==> config.mk <==
export PLATFORM = sky130hd
export DESIGN_NAME = latch_write_arbiter
export DESIGN_NICKNAME = d
export VERILOG_FILES = /design/src/rtl/latch_write_arbiter.sv
export SDC_FILE = /design/constraint.sdc
export NUM_CORES = 1
export LEC_CHECK = 0
export BUFFER_PORTS_ARGS = -buffer_cell sky130_fd_sc_hd__buf_2
export CAP_MARGIN = 20
export CORE_MARGIN = 10
export CORE_UTILIZATION = 50
export CTS_CLUSTER_SIZE = 16
export DETAILED_ROUTE_END_ITERATION = 16
export MAX_ROUTING_LAYER = met4
export PLACE_DENSITY = 0.87
export SYNTH_ARGS = -nofsm -noshare
export SYNTH_HDL_FRONTEND = slang
export SYNTH_SLANG_ARGS = --single-unit
==> constraint.sdc <==
create_clock -name clock -period 4.1 [get_ports clock]
set_input_delay 0.41 -clock clock [delete_from_list [all_inputs] [get_ports clock]]
set_output_delay 0.41 -clock clock [all_outputs]
set_load 0.005 [all_outputs]
==> src/rtl/latch_write_arbiter.sv <==
// Arbitrates N requesters for one shared level-sensitive latch and sequences its data/gate inputs.
// Define LATCH_ARB_ROUND_ROBIN_EN for round-robin arbitration; otherwise the lowest index wins.
//
// state | meaning
// IDLE  | no transaction; arbitrate req, grant winner and capture its data
// SETUP | latch_d stable, gate closed for one cycle
// GATE  | latch gate open for GATE_CYCLES cycles
// HOLD  | gate closed, data still stable, done pulses to the winner
module latch_write_arbiter #(
  parameter int N           = 4,
  parameter int W           = 8,
  parameter int GATE_CYCLES = 2
) (
  input  logic           clock,
  input  logic           reset,
  input  logic [N-1:0]   req,
  input  logic [N*W-1:0] wdata,
  output logic [N-1:0]   grant,
  output logic [N-1:0]   done,
  output logic           busy,
  output logic           latch_en,
  output logic [W-1:0]   latch_d
);

  localparam int IW = (N > 1) ? $clog2(N) : 1;
  localparam int CW = (GATE_CYCLES > 1) ? $clog2(GATE_CYCLES) : 1;
  localparam logic [CW-1:0] CNT_LAST = CW'(GATE_CYCLES - 1);

  localparam logic [1:0] S_IDLE  = 2'd0;
  localparam logic [1:0] S_SETUP = 2'd1;
  localparam logic [1:0] S_GATE  = 2'd2;
  localparam logic [1:0] S_HOLD  = 2'd3;

  logic [1:0]    r_state;
  logic [CW-1:0] r_cnt;
  logic [N-1:0]  r_grant;
  logic [N-1:0]  r_done;
  logic          r_busy;
  logic          r_latch_en;
  logic [W-1:0]  r_latch_d;

  logic [IW-1:0] w_win;
  logic [IW-1:0] w_idx;
  logic          w_found;
  logic [N-1:0]  w_onehot;
  logic [W-1:0]  w_sel;

`ifdef LATCH_ARB_ROUND_ROBIN_EN
  logic [IW-1:0] r_ptr;
  logic [IW:0]   w_sum;
  logic [IW-1:0] w_ptr_nxt;
`endif

  // Search order starts at the pointer (round-robin) or at index 0 (fixed priority).
  always_comb begin
    w_found  = 1'b0;
    w_win    = '0;
    w_idx    = '0;
    w_onehot = '0;
    w_sel    = '0;
`ifdef LATCH_ARB_ROUND_ROBIN_EN
    w_sum    = '0;
`endif
    for (int k = 0; k < N; k++) begin
`ifdef LATCH_ARB_ROUND_ROBIN_EN
      w_sum = {1'b0, r_ptr} + (IW+1)'(k);
      if (w_sum >= (IW+1)'(N)) w_sum = w_sum - (IW+1)'(N);
      w_idx = w_sum[IW-1:0];
`else
      w_idx = IW'(k);
`endif
      if (!w_found && req[w_idx]) begin
        w_found = 1'b1;
        w_win   = w_idx;
      end
    end
    w_onehot[w_win] = 1'b1;
    for (int k = 0; k < N; k++) begin
      if (IW'(k) == w_win) w_sel = wdata[k*W +: W];
    end
  end

`ifdef LATCH_ARB_ROUND_ROBIN_EN
  assign w_ptr_nxt = (w_win == IW'(N - 1)) ? '0 : w_win + 1'b1;
`endif

  always_ff @(posedge clock) begin
    if (reset) begin
      r_state    <= S_IDLE;
      r_cnt      <= '0;
      r_grant    <= '0;
      r_done     <= '0;
      r_busy     <= 1'b0;
      r_latch_en <= 1'b0;
      r_latch_d  <= '0;
`ifdef LATCH_ARB_ROUND_ROBIN_EN
      r_ptr      <= '0;
`endif
    end else begin
      case (r_state)
        S_IDLE: begin
          if (w_found) begin
            r_state   <= S_SETUP;
            r_grant   <= w_onehot;
            r_busy    <= 1'b1;
            r_latch_d <= w_sel;
`ifdef LATCH_ARB_ROUND_ROBIN_EN
            r_ptr     <= w_ptr_nxt;
`endif
          end
        end
        S_SETUP: begin
          r_state    <= S_GATE;
          r_cnt      <= '0;
          r_latch_en <= 1'b1;
        end
        S_GATE: begin
          // Gate closes one full cycle before latch_d is allowed to change again.
          if (r_cnt == CNT_LAST) begin
            r_state    <= S_HOLD;
            r_latch_en <= 1'b0;
            r_done     <= r_grant;
          end else begin
            r_cnt <= r_cnt + 1'b1;
          end
        end
        S_HOLD: begin
          r_state <= S_IDLE;
          r_grant <= '0;
          r_done  <= '0;
          r_busy  <= 1'b0;
        end
        default: r_state <= S_IDLE;
      endcase
    end
  end

  assign grant    = r_grant;
  assign done     = r_done;
  assign busy     = r_busy;
  assign latch_en = r_latch_en;
  assign latch_d  = r_latch_d;

endmodule

== Word level (Yosys, flattened, before mapping) ==
Cells that the tools add are included.

* $lt $le $gt $ge: 2
* Equality and inequality tests: 8
* Reduce and logical (&&, ||, !) cells: 17
* Add/sub/neg operators: 1
* Mux-type cells: 26

{| class="wikitable"
|+ Operators with widths
! kind !! number
|-
| $mux W8 || 4
|-
| $pmux W4 S2 || 2
|-
| $reduce_and A2 Y1 || 5
|-
| $mux W1 || 9
|-
| $mux W2 || 4
|-
| $mux W4 || 2
|-
| $pmux W2 S4 || 1
|-
| $pmux W1 S2 || 3
|-
| $reduce_bool A2 Y1 || 3
|-
| $eq A2 B2 Y1 const A || 2
|-
| $eq A2 B2 Y1 const B || 2
|-
| $logic_and A1 B1 Y1 || 4
|-
| $logic_not A2 Y1 || 2
|-
| $ne A2 B2 Y1 const B || 2
|-
| $logic_not A1 Y1 || 3
|-
| $lt A2 B3 Y1 const B || 1
|-
| $demux W1 S2 || 1
|-
| $eq A1 B2 Y1 const A || 1
|-
| $eq A2 B1 Y1 const B || 1
|-
| $ge A2 B1 Y1 const B || 1
|-
| $add A1 B1 Y1 const B || 1
|}

* Flip-flop bits (word level): 21
* Output and inout port bits: 18
* Bits of input ports: 38
* Word-level logic and storage cells: 61

== Depth between registers and ports, before layout ==
Gate-level depths: netlist (run 1).

* Depth in word-level cells: 16
* Mapped depth: 6
* Mapped depth without buffers: 6

== Worst setup path after synthesis (run 1) ==
Ideal clock, no wire load.

* Path type: register -> register
* From: register r_state[0]
* To: register r_latch_d[7], in the netlist latch_d[7]
* Cell stages (with the launch flop): 7
* Data required time: 3.983 ns
* Buffers on the path: 1
* Path slack: 2.640 ns
* Clock period less this slack: 1.460 ns
* Arrival: 1.343 ns
* Library setup time: 0.117 ns
* Cells stage by stage: dfxtp_1 -> inv_1 -> ha_1 -> nand2b_1 -> buf_1 -> a21oi_1 -> a22o_1

* Longest elaborated chain between the ends: 2

{| class="wikitable"
|+ RTL lines
! element !! RTL line !! source
|-
| from (decl) || 34 || <nowiki>logic [1:0] r_state;</nowiki>
|-
| from (signal assigned) || 89 || <nowiki>r_state <= S_IDLE;</nowiki>
|-
| from (signal assigned) || 103 || <nowiki>r_state <= S_SETUP;</nowiki>
|-
| from (signal assigned) || 113 || <nowiki>r_state <= S_GATE;</nowiki>
|-
| $logic_not A2 Y1 || 100 || <nowiki>case (r_state)</nowiki>
|-
| $reduce_and A2 Y1 (no source line) || - ||
|-
| to (signal assigned) || 106 || <nowiki>r_latch_d <= w_sel;</nowiki>
|-
| to (decl) || 40 || <nowiki>logic [W-1:0] r_latch_d;</nowiki>
|}

Every way passes these cells.
A chain may end at the register's enable or synchronous reset.

== Worst setup path in the final report (run 1) ==
* From: input port req[3]
* To: register r_latch_d[2], in the netlist latch_d[2]

* Longest elaborated chain between the ends: 7
* Elaborated cells between the ends (all ways): 12
* Classes of those cells: eq/ne (3); mux (6); reduce/logical (3)

{| class="wikitable"
|+ RTL lines
! element !! RTL line !! source
|-
| from (decl) || 16 || <nowiki>input logic [N-1:0] req,</nowiki>
|-
| $logic_and A1 B1 Y1 (*) || 72 || <nowiki>if (!w_found && req[w_idx]) begin</nowiki>
|-
| $mux W2 || 72 ||
|-
| $logic_not A2 Y1 || 79 || <nowiki>if (IW'(k) == w_win) w_sel = wdata[k*W +: W];</nowiki>
|-
| $mux W8 (4 in a row) || 79 ||
|}

Mark *: on every way between the ends. The rest lies on a longest branch, timed or not.

==> results.yml, run 1 <==
status:
  run_status: "complete, no violations"
finish:
  fin_nets: 247
  multi_input_area_sq_um: 737.0
  layout.cells.most_common_list: "sky130_fd_sc_hd__buf_2 (55), sky130_fd_sc_hd__dfxtp_1 (21), sky130_fd_sc_hd__a21oi_1 (15), sky130_fd_sc_hd__nand2_1 (13), sky130_fd_sc_hd__nor2_1 (12)"
  fin_util: 0.6712
  finalInstanceArea_sq_um: 1528
  syn2layout_area_growth_pct: 23.58
  final_common_cell: "sky130_fd_sc_hd__buf_2"
  insertedDiodeCount: 0
  num-fill-cells: 176
  register_area_sq_um: 420.4
  drive_above_1_share: 0.3054
synth:
  yosysSeqAreaShare: 0.3401
  yosys_warnings: 0
  post_synth_mux_area_share: 0.03441
  synth-seq-cells: 21
  synth_top_cells_by_area: "sky130_fd_sc_hd__dfxtp_1 (34%), sky130_fd_sc_hd__a21oi_1 (6.1%), sky130_fd_sc_hd__a22o_1 (5.7%)"
  async_reset_ff_frac: 0
  synth-adder-area-share: 0.05061
  netlist.area_leader.share: 0.3401
  synth_top_area_cell: "sky130_fd_sc_hd__dfxtp_1"
  syn_area_per_cell_sq_um: 7.924
  synth_simple_gate_area_frac: 0.1933
  syn_area_sq_um: 1236
  synth-edff-count: 0
  synth_fp_nets: 199
  top_reg_cell_synth: "sky130_fd_sc_hd__dfxtp_1"
  syn_inst: 156
  netlist-cell-type-count: 26
  compound_cell_area_share_of_the_yosys_netlist: 0.3178
  combinational_family_with_the_most_area_after_synthesis: "compound AO/OA/AOI/OAI gates"
  synth-xor-area-share: 0
sta:
  timing_max_transition_violations_final: 0
  period_share: 0.3938
  fin_skew_ps: 5.658
  post-route-worst-setup-slack_ps: 2486
  worst_slew_pin_slew_ps: 742.4
  final_hold_viol_count: 0
  finalSetupTns_ps: 0
  achievable-frequency_mhz: 619.4
  grt_setup_unrepaired: "false"
  min_cycle_time_layout_ps: 1614
  setup-violations-final: 0
  slew-limit-headroom: 0.5012
floorplan:
  fp.dieArea_sq_um: 4861
  floorplan.rows: 17
  placeableCoreArea_sq_um: 2276
  die_y_microns: 69.72
  initial_core_util: 0.5432
  design.portCount: 56
  die_w_microns: 69.72
setup_path:
  max_fanout_on_critical_path: 12
  reg2reg_slack_ps: 2500
  crit-reg2reg-launch: "r_state[0]"
  capture_point_of_the_worst_reg_to_reg_path: "r_state[1]"
  r2r_cells: 6
  worst-endpoint-arrival_ps: 1880
  critPathLaunch: "req[3]"
  criticalPathCategory: "in -> reg"
  setup.worst_path.start_class: "input port"
  worstSetupEndpointType: "register"
  worst-endpoint-required_ps: 4370
min_path:
  hold_class: "in -> reg"
  hold_path.startpoint: "reset"
  holdPathEnd: "done[1]"
  hold_path_depth: 2
drt:
  dr.pass1.iters: 4
  antenna_violating_nets_post_route: 0
  drt_iter0_drc: 82
  routed_wirelength_mm: 3.650
  vias_per_std_cell: 5.740
  wl_per_cell_microns: 15.80
  route.detailed.drc: 0
  vias: 1326
grt:
  grt_first_pass_wirelength_mm: 5.996
  grt_start_max_net_pins: 23
  initial_antenna_violation_count: 0
  overall_global_routing_usage: 0.1487
  first_global_vias: 1249
  grt.overflow.total: 0
placement:
  postPlaceCellArea_sq_um: 1498
  pre_cts_slack_ps: 2222
  portbufs: 55
  detailed_place_hpwl_mm: 2.874
  gpl.final_weighted_congestion: 0.8125
clocking:
  hold_buffers: 0
  cts_root_buffer: "sky130_fd_sc_hd__clkbuf_4"
  cts.clk_slew.worst_paths_ps: 140
  cts_max_path_buffers: 2
  htree_levels: 1
  ctsResizeCount: 0
  postCtsSetupBuffers: 0
  cts_tree: "yes"
  total_cts_buffers: 3
  insertion_delay_ps: 320
  tritoncts_num_sinks: 21
run:
  maxCapViolations: 0
pwr:
  max-vdd-ir-drop_v: 0.0002554
  power-per-cell-area_nw_per_um2: 470.1
  leakagePower_uw: 0.0006925
==> metrics by stage <==
| step | power, uW | instances | hold WS, ps |
|---|---|---|---|
| final | 718.1 | 231 | 433.6 |
| after global routing | 775.9 | 231 | 441.4 |
| after global placement | 602.9 | 227 | 455.9 |
| after floorplan | 512.2 | 156 | 463.8 |
| after detailed placement | 612.3 | 227 | 469.1 |
| after CTS | 719.0 | 231 | 433.7 |
==> power breakdown <==
part / leakage (uW) / internal, uW / switching [uW]
Clock: 0.0000139 / 37.3 / 73.0
Combinational: 0.000506 / 146 / 172
Sequential: 0.000172 / 252 / 37.0
==> synth_stat cells (5+ instances only) <==
cell                       number
sky130_fd_sc_hd__dfxtp_1       21
sky130_fd_sc_hd__a21oi_1       15
sky130_fd_sc_hd__nand2_1       13
sky130_fd_sc_hd__nor2_1        12
sky130_fd_sc_hd__nor2b_1       11
sky130_fd_sc_hd__o21ai_0        9
sky130_fd_sc_hd__a211oi_1       8
sky130_fd_sc_hd__a22o_1         8
sky130_fd_sc_hd__inv_1          8
sky130_fd_sc_hd__nor3_1         8
sky130_fd_sc_hd__o31ai_1        8
sky130_fd_sc_hd__clkbuf_1       7
sky130_fd_sc_hd__ha_1           5
==> how the worst max path moves through the flow <==
stage	endpoint	cells past startpoint
final	latch_d[2]	5
after global routing	r_state[1]	6
after CTS	r_state[1]	6
after detailed placement	latch_d[2]	5
after global placement	latch_d[2]	5
after floorplan	latch_d[7]	6
==> cell type report <==
cell class | instances | share of cell area
multi-input cells | 115 | 0.4824
clock buffers | 3 | 0.01474
clock inverters | 1 | 0.004914
inverters | 8 | 0.01966
well taps | 28 | 0.02293
repair buffers | 55 | 0.1802
flip-flops and latches | 21 | 0.2752
==> sequential cells by signal (all words and copies together) (netlist names) <==
signal	count
grant	4
r_cnt	1
done	4
r_state	2
busy	1
latch_d	8
latch_en	1
==> kinds of logic after synthesis <==
family / count (synthesis)
adder cells (fa/ha/maj): 5
buffers and inverters: 20
flip-flops: 21
multiplexers: 3
AO/OA/AOI/OAI: 58
AND/OR/NAND/NOR: 49
==> critical path: stages <==
cell                       delay [ps]
sky130_fd_sc_hd__buf_2            200
sky130_fd_sc_hd__nor2b_1          540
sky130_fd_sc_hd__a211oi_1         110
sky130_fd_sc_hd__o31ai_1          420
sky130_fd_sc_hd__a22o_1           200
==> metal layers <==
metal  share of wire  wire [microns]  up-vias  global-route usage
met5               0               0        -                   -
li1                -               -      657                   -
met4          0.0090              33        0             0.04565
met1            0.45            1649      615              0.1876
met2            0.48            1736       50              0.2298
met3           0.063             230        4             0.03281
No activity file was read; power rests on OpenSTA's default activity.
==> inputs of run 2 (changes only) <==
--- a/config.mk
+++ b/config.mk
@@ -5,14 +5,15 @@
 export SDC_FILE = /design/constraint.sdc
 export NUM_CORES = 1
 export LEC_CHECK = 0
+export ABC_AREA = 1
 export BUFFER_PORTS_ARGS = -buffer_cell sky130_fd_sc_hd__buf_2
 export CAP_MARGIN = 20
 export CORE_MARGIN = 10
-export CORE_UTILIZATION = 50
+export CORE_UTILIZATION = 41
 export CTS_CLUSTER_SIZE = 16
 export DETAILED_ROUTE_END_ITERATION = 16
 export MAX_ROUTING_LAYER = met4
-export PLACE_DENSITY = 0.87
+export PLACE_DENSITY = 0.77
 export SYNTH_ARGS = -nofsm -noshare
 export SYNTH_HDL_FRONTEND = slang
 export SYNTH_SLANG_ARGS = --single-unit
==> constraint.sdc (replaced) <==
create_clock -name clock -period 1.35 [get_ports clock]
set_input_delay 0.135 -clock clock [delete_from_list [all_inputs] [get_ports clock]]
set_output_delay 0.135 -clock clock [all_outputs]
set_load 0.005 [all_outputs]
==> run 2 against run 1 <==
Against the previous run: first-iteration DRC count shrank 20%; cell count grew 17%; clock skew grew 3.1 ps; synthesized area shrank 2.3%; synthesized cell count grew 18%; critical path type is now reg -> reg.
==> results.yml, run 2 <==
status:
  run_status: "complete, no violations"
setup_path:
  capture_point_of_the_worst_reg_to_reg_path: "grant[0]"
  critPathLaunch: "r_state[0]"
  crit-reg2reg-launch: "r_state[0]"
  reg2reg_slack_ps: 90
  worst-endpoint-arrival_ps: 1470
  worst-endpoint-required_ps: 1560
  setup.worst_path.start_class: "register"
  r2r_cells: 5
  max_fanout_on_critical_path: 5
  worstSetupEndpointType: "register"
  criticalPathCategory: "reg -> reg"
pwr:
  max-vdd-ir-drop_v: 0.0009396
  power-per-cell-area_nw_per_um2: 1395
  leakagePower_uw: 0.0008028
sta:
  hold_slack_ps: 85.71
  grt_setup_unrepaired: "false"
  final_hold_viol_count: 0
  setup-violations-final: 0
  finalSetupTns_ps: 0
  min_cycle_time_layout_ps: 1258
  achievable-frequency_mhz: 795.1
  period_share: 0.9316
  timing_max_transition_violations_final: 0
  fin_skew_ps: 8.793
  worst_slew_pin_slew_ps: 395.6
  slew-limit-headroom: 0.7360
floorplan:
  initial_core_util: 0.4341
  die_y_microns: 74.27
  design.portCount: 56
  placeableCoreArea_sq_um: 2781
  floorplan.rows: 19
  die_w_microns: 74.27
  fp.dieArea_sq_um: 5515
synth:
  post-synth-top-count-cell: "sky130_fd_sc_hd__nand2_1"
  yosysSeqAreaShare: 0.3482
  synth_top_cells_by_area: "sky130_fd_sc_hd__dfxtp_1 (35%), sky130_fd_sc_hd__nand2_1 (18%), sky130_fd_sc_hd__nand3_1 (10%)"
  async_reset_ff_frac: 0
  synth-edff-count: 0
  syn_area_per_cell_sq_um: 6.562
  synth-xor-area-share: 0
  netlist-cell-type-count: 20
  synth_common_cells: "sky130_fd_sc_hd__nand2_1 (57), sky130_fd_sc_hd__nand3_1 (25), sky130_fd_sc_hd__dfxtp_1 (21), sky130_fd_sc_hd__nor2_1 (21), sky130_fd_sc_hd__a21oi_1 (20)"
  yosys_warnings: 0
  combinational_family_with_the_most_area_after_synthesis: "simple AND/OR/NAND/NOR gates"
  top_reg_cell_synth: "sky130_fd_sc_hd__dfxtp_1"
  synth_simple_gate_area_frac: 0.3959
  post_synth_mux_area_share: 0
  netlist.area_leader.share: 0.3482
  syn_inst: 184
  synth_top_area_cell: "sky130_fd_sc_hd__dfxtp_1"
  compound_cell_area_share_of_the_yosys_netlist: 0.09741
  syn_area_sq_um: 1207
  synth-adder-area-share: 0.05181
  synth_fp_nets: 227
  synth-seq-cells: 21
drt:
  route.detailed.drc: 0
  routed_wirelength_mm: 3.188
  antenna_violating_nets_post_route: 0
  vias_per_std_cell: 4.807
  vias: 1298
  wl_per_cell_microns: 11.81
  drt_iter0_drc: 66
  dr.pass1.iters: 4
clocking:
  cts_tree: "yes"
  ctsResizeCount: 0
  htree_levels: 1
  tritoncts_num_sinks: 21
  postCtsSetupBuffers: 0
  total_cts_buffers: 3
  cts_root_buffer: "sky130_fd_sc_hd__clkbuf_4"
  cts.clk_slew.worst_paths_ps: 120
  hold_buffers: 0
  insertion_delay_ps: 300
  cts_max_path_buffers: 2
finish:
  layout.cells.most_common_list: "sky130_fd_sc_hd__nand2_1 (56), sky130_fd_sc_hd__buf_2 (55), sky130_fd_sc_hd__nand3_1 (25), sky130_fd_sc_hd__dfxtp_1 (20)"
  largest_register_ff_count: 8
  drive_above_1_share: 0.3264
  insertedDiodeCount: 0
  fin_util: 0.5569
  final_common_cell: "sky130_fd_sc_hd__nand2_1"
  syn2layout_area_growth_pct: 28.29
  fin_nets: 283
placement:
  gpl.final_weighted_congestion: 0.8544
  portbufs: 55
  detailed_place_hpwl_mm: 2.583
min_path:
  hold_class: "in -> reg"
  hold_path_depth: 2
  hold_path.startpoint: "reset"
  holdPathEnd: "latch_d[2]"
grt:
  grt_first_pass_wirelength_mm: 5.430
  overall_global_routing_usage: 0.1230
  grt.overflow.total: 0
  initial_antenna_violation_count: 0
  grt_start_max_net_pins: 22
  first_global_vias: 1214
run:
  maxCapViolations: 0
==> run 2: cell types whose count changed in the layout (fill, tap and decap cells not counted), sizes merged, moves of 8 or more <==
cell    previous run  this run
a211oi             8         0
a22o               8         0
o31ai              8         0
nor3               8         0
nand3              0        26
nor2              12        23
nand2             13        58
nor2b             11         0
inv                8        18
==> run 2: metal layers <==
metal | GRT usage | wire length (microns) | vias up
met5 | - | 0 | -
met4 | 0.01220 | 4 | 0
met3 | 0.04654 | 338 | 2
met2 | 0.2102 | 1448 | 40
met1 | 0.1382 | 1397 | 558
li1 | - | - | 698
==> run 2: worst max path at each step <==
stage                            end  slack (ps)  depth (start not counted)
after floorplan             grant[0]         100                          5
after global placement      grant[1]          60                          5
after detailed placement    grant[0]          40                          5
after CTS                    done[2]          10                          6
after global routing      latch_d[6]           2                          7
final                       grant[0]          90                          5
==> run 2: final cells by class <==
type / count / area [sq um]
Inverter: 18 / 72.57
Tap cell: 31 / 38.79
Clock inverter: 1 / 5.005
Timing Repair Buffer: 58 / 310.3
Fill cell: 307 / 1232
Sequential cell: 21 / 421.7
Clock buffer: 3 / 22.52
Multi-Input combinational cell: 138 / 678.2
==> run 2: report_power, final <==
| part | switching [uW] | total [uW] | internal [uW] |
|---|---|---|---|
| sequential | 91.1 | 857 | 765 |
| combinational | 555 | 1010 | 452 |
| clock | 186 | 296 | 110 |
| total | 832 | 2160 | 1330 |
==> run 2: cell families after synthesis <==
group	after synthesis
flip-flops	21
buffers and inverters	25
adder cells (fa/ha/maj)	5
AO/OA/AOI/OAI	23
AND/OR/NAND/NOR	110
==> run 2: per-stage QoR <==
stage	worst slack [ps]	cells	power [uW]	area, sq um
3_5_place_dp	38.08	266	1840	1500
5_1_grt	2.157	270	2400	1549
4_1_cts	9.818	270	2143	1528
2_1_floorplan	97.02	184	1517	1207
3_3_place_gp	63.22	266	1827	1500
6_report	92.31	270	2160	1549
==> run 2: critical path, stage by stage, from the launching register on <==
cell and delay, ps:
sky130_fd_sc_hd__dfxtp_1 380, sky130_fd_sc_hd__inv_2 70, sky130_fd_sc_hd__ha_2 200, sky130_fd_sc_hd__or2_2 340, sky130_fd_sc_hd__nand3_1 100, sky130_fd_sc_hd__a21oi_1 70
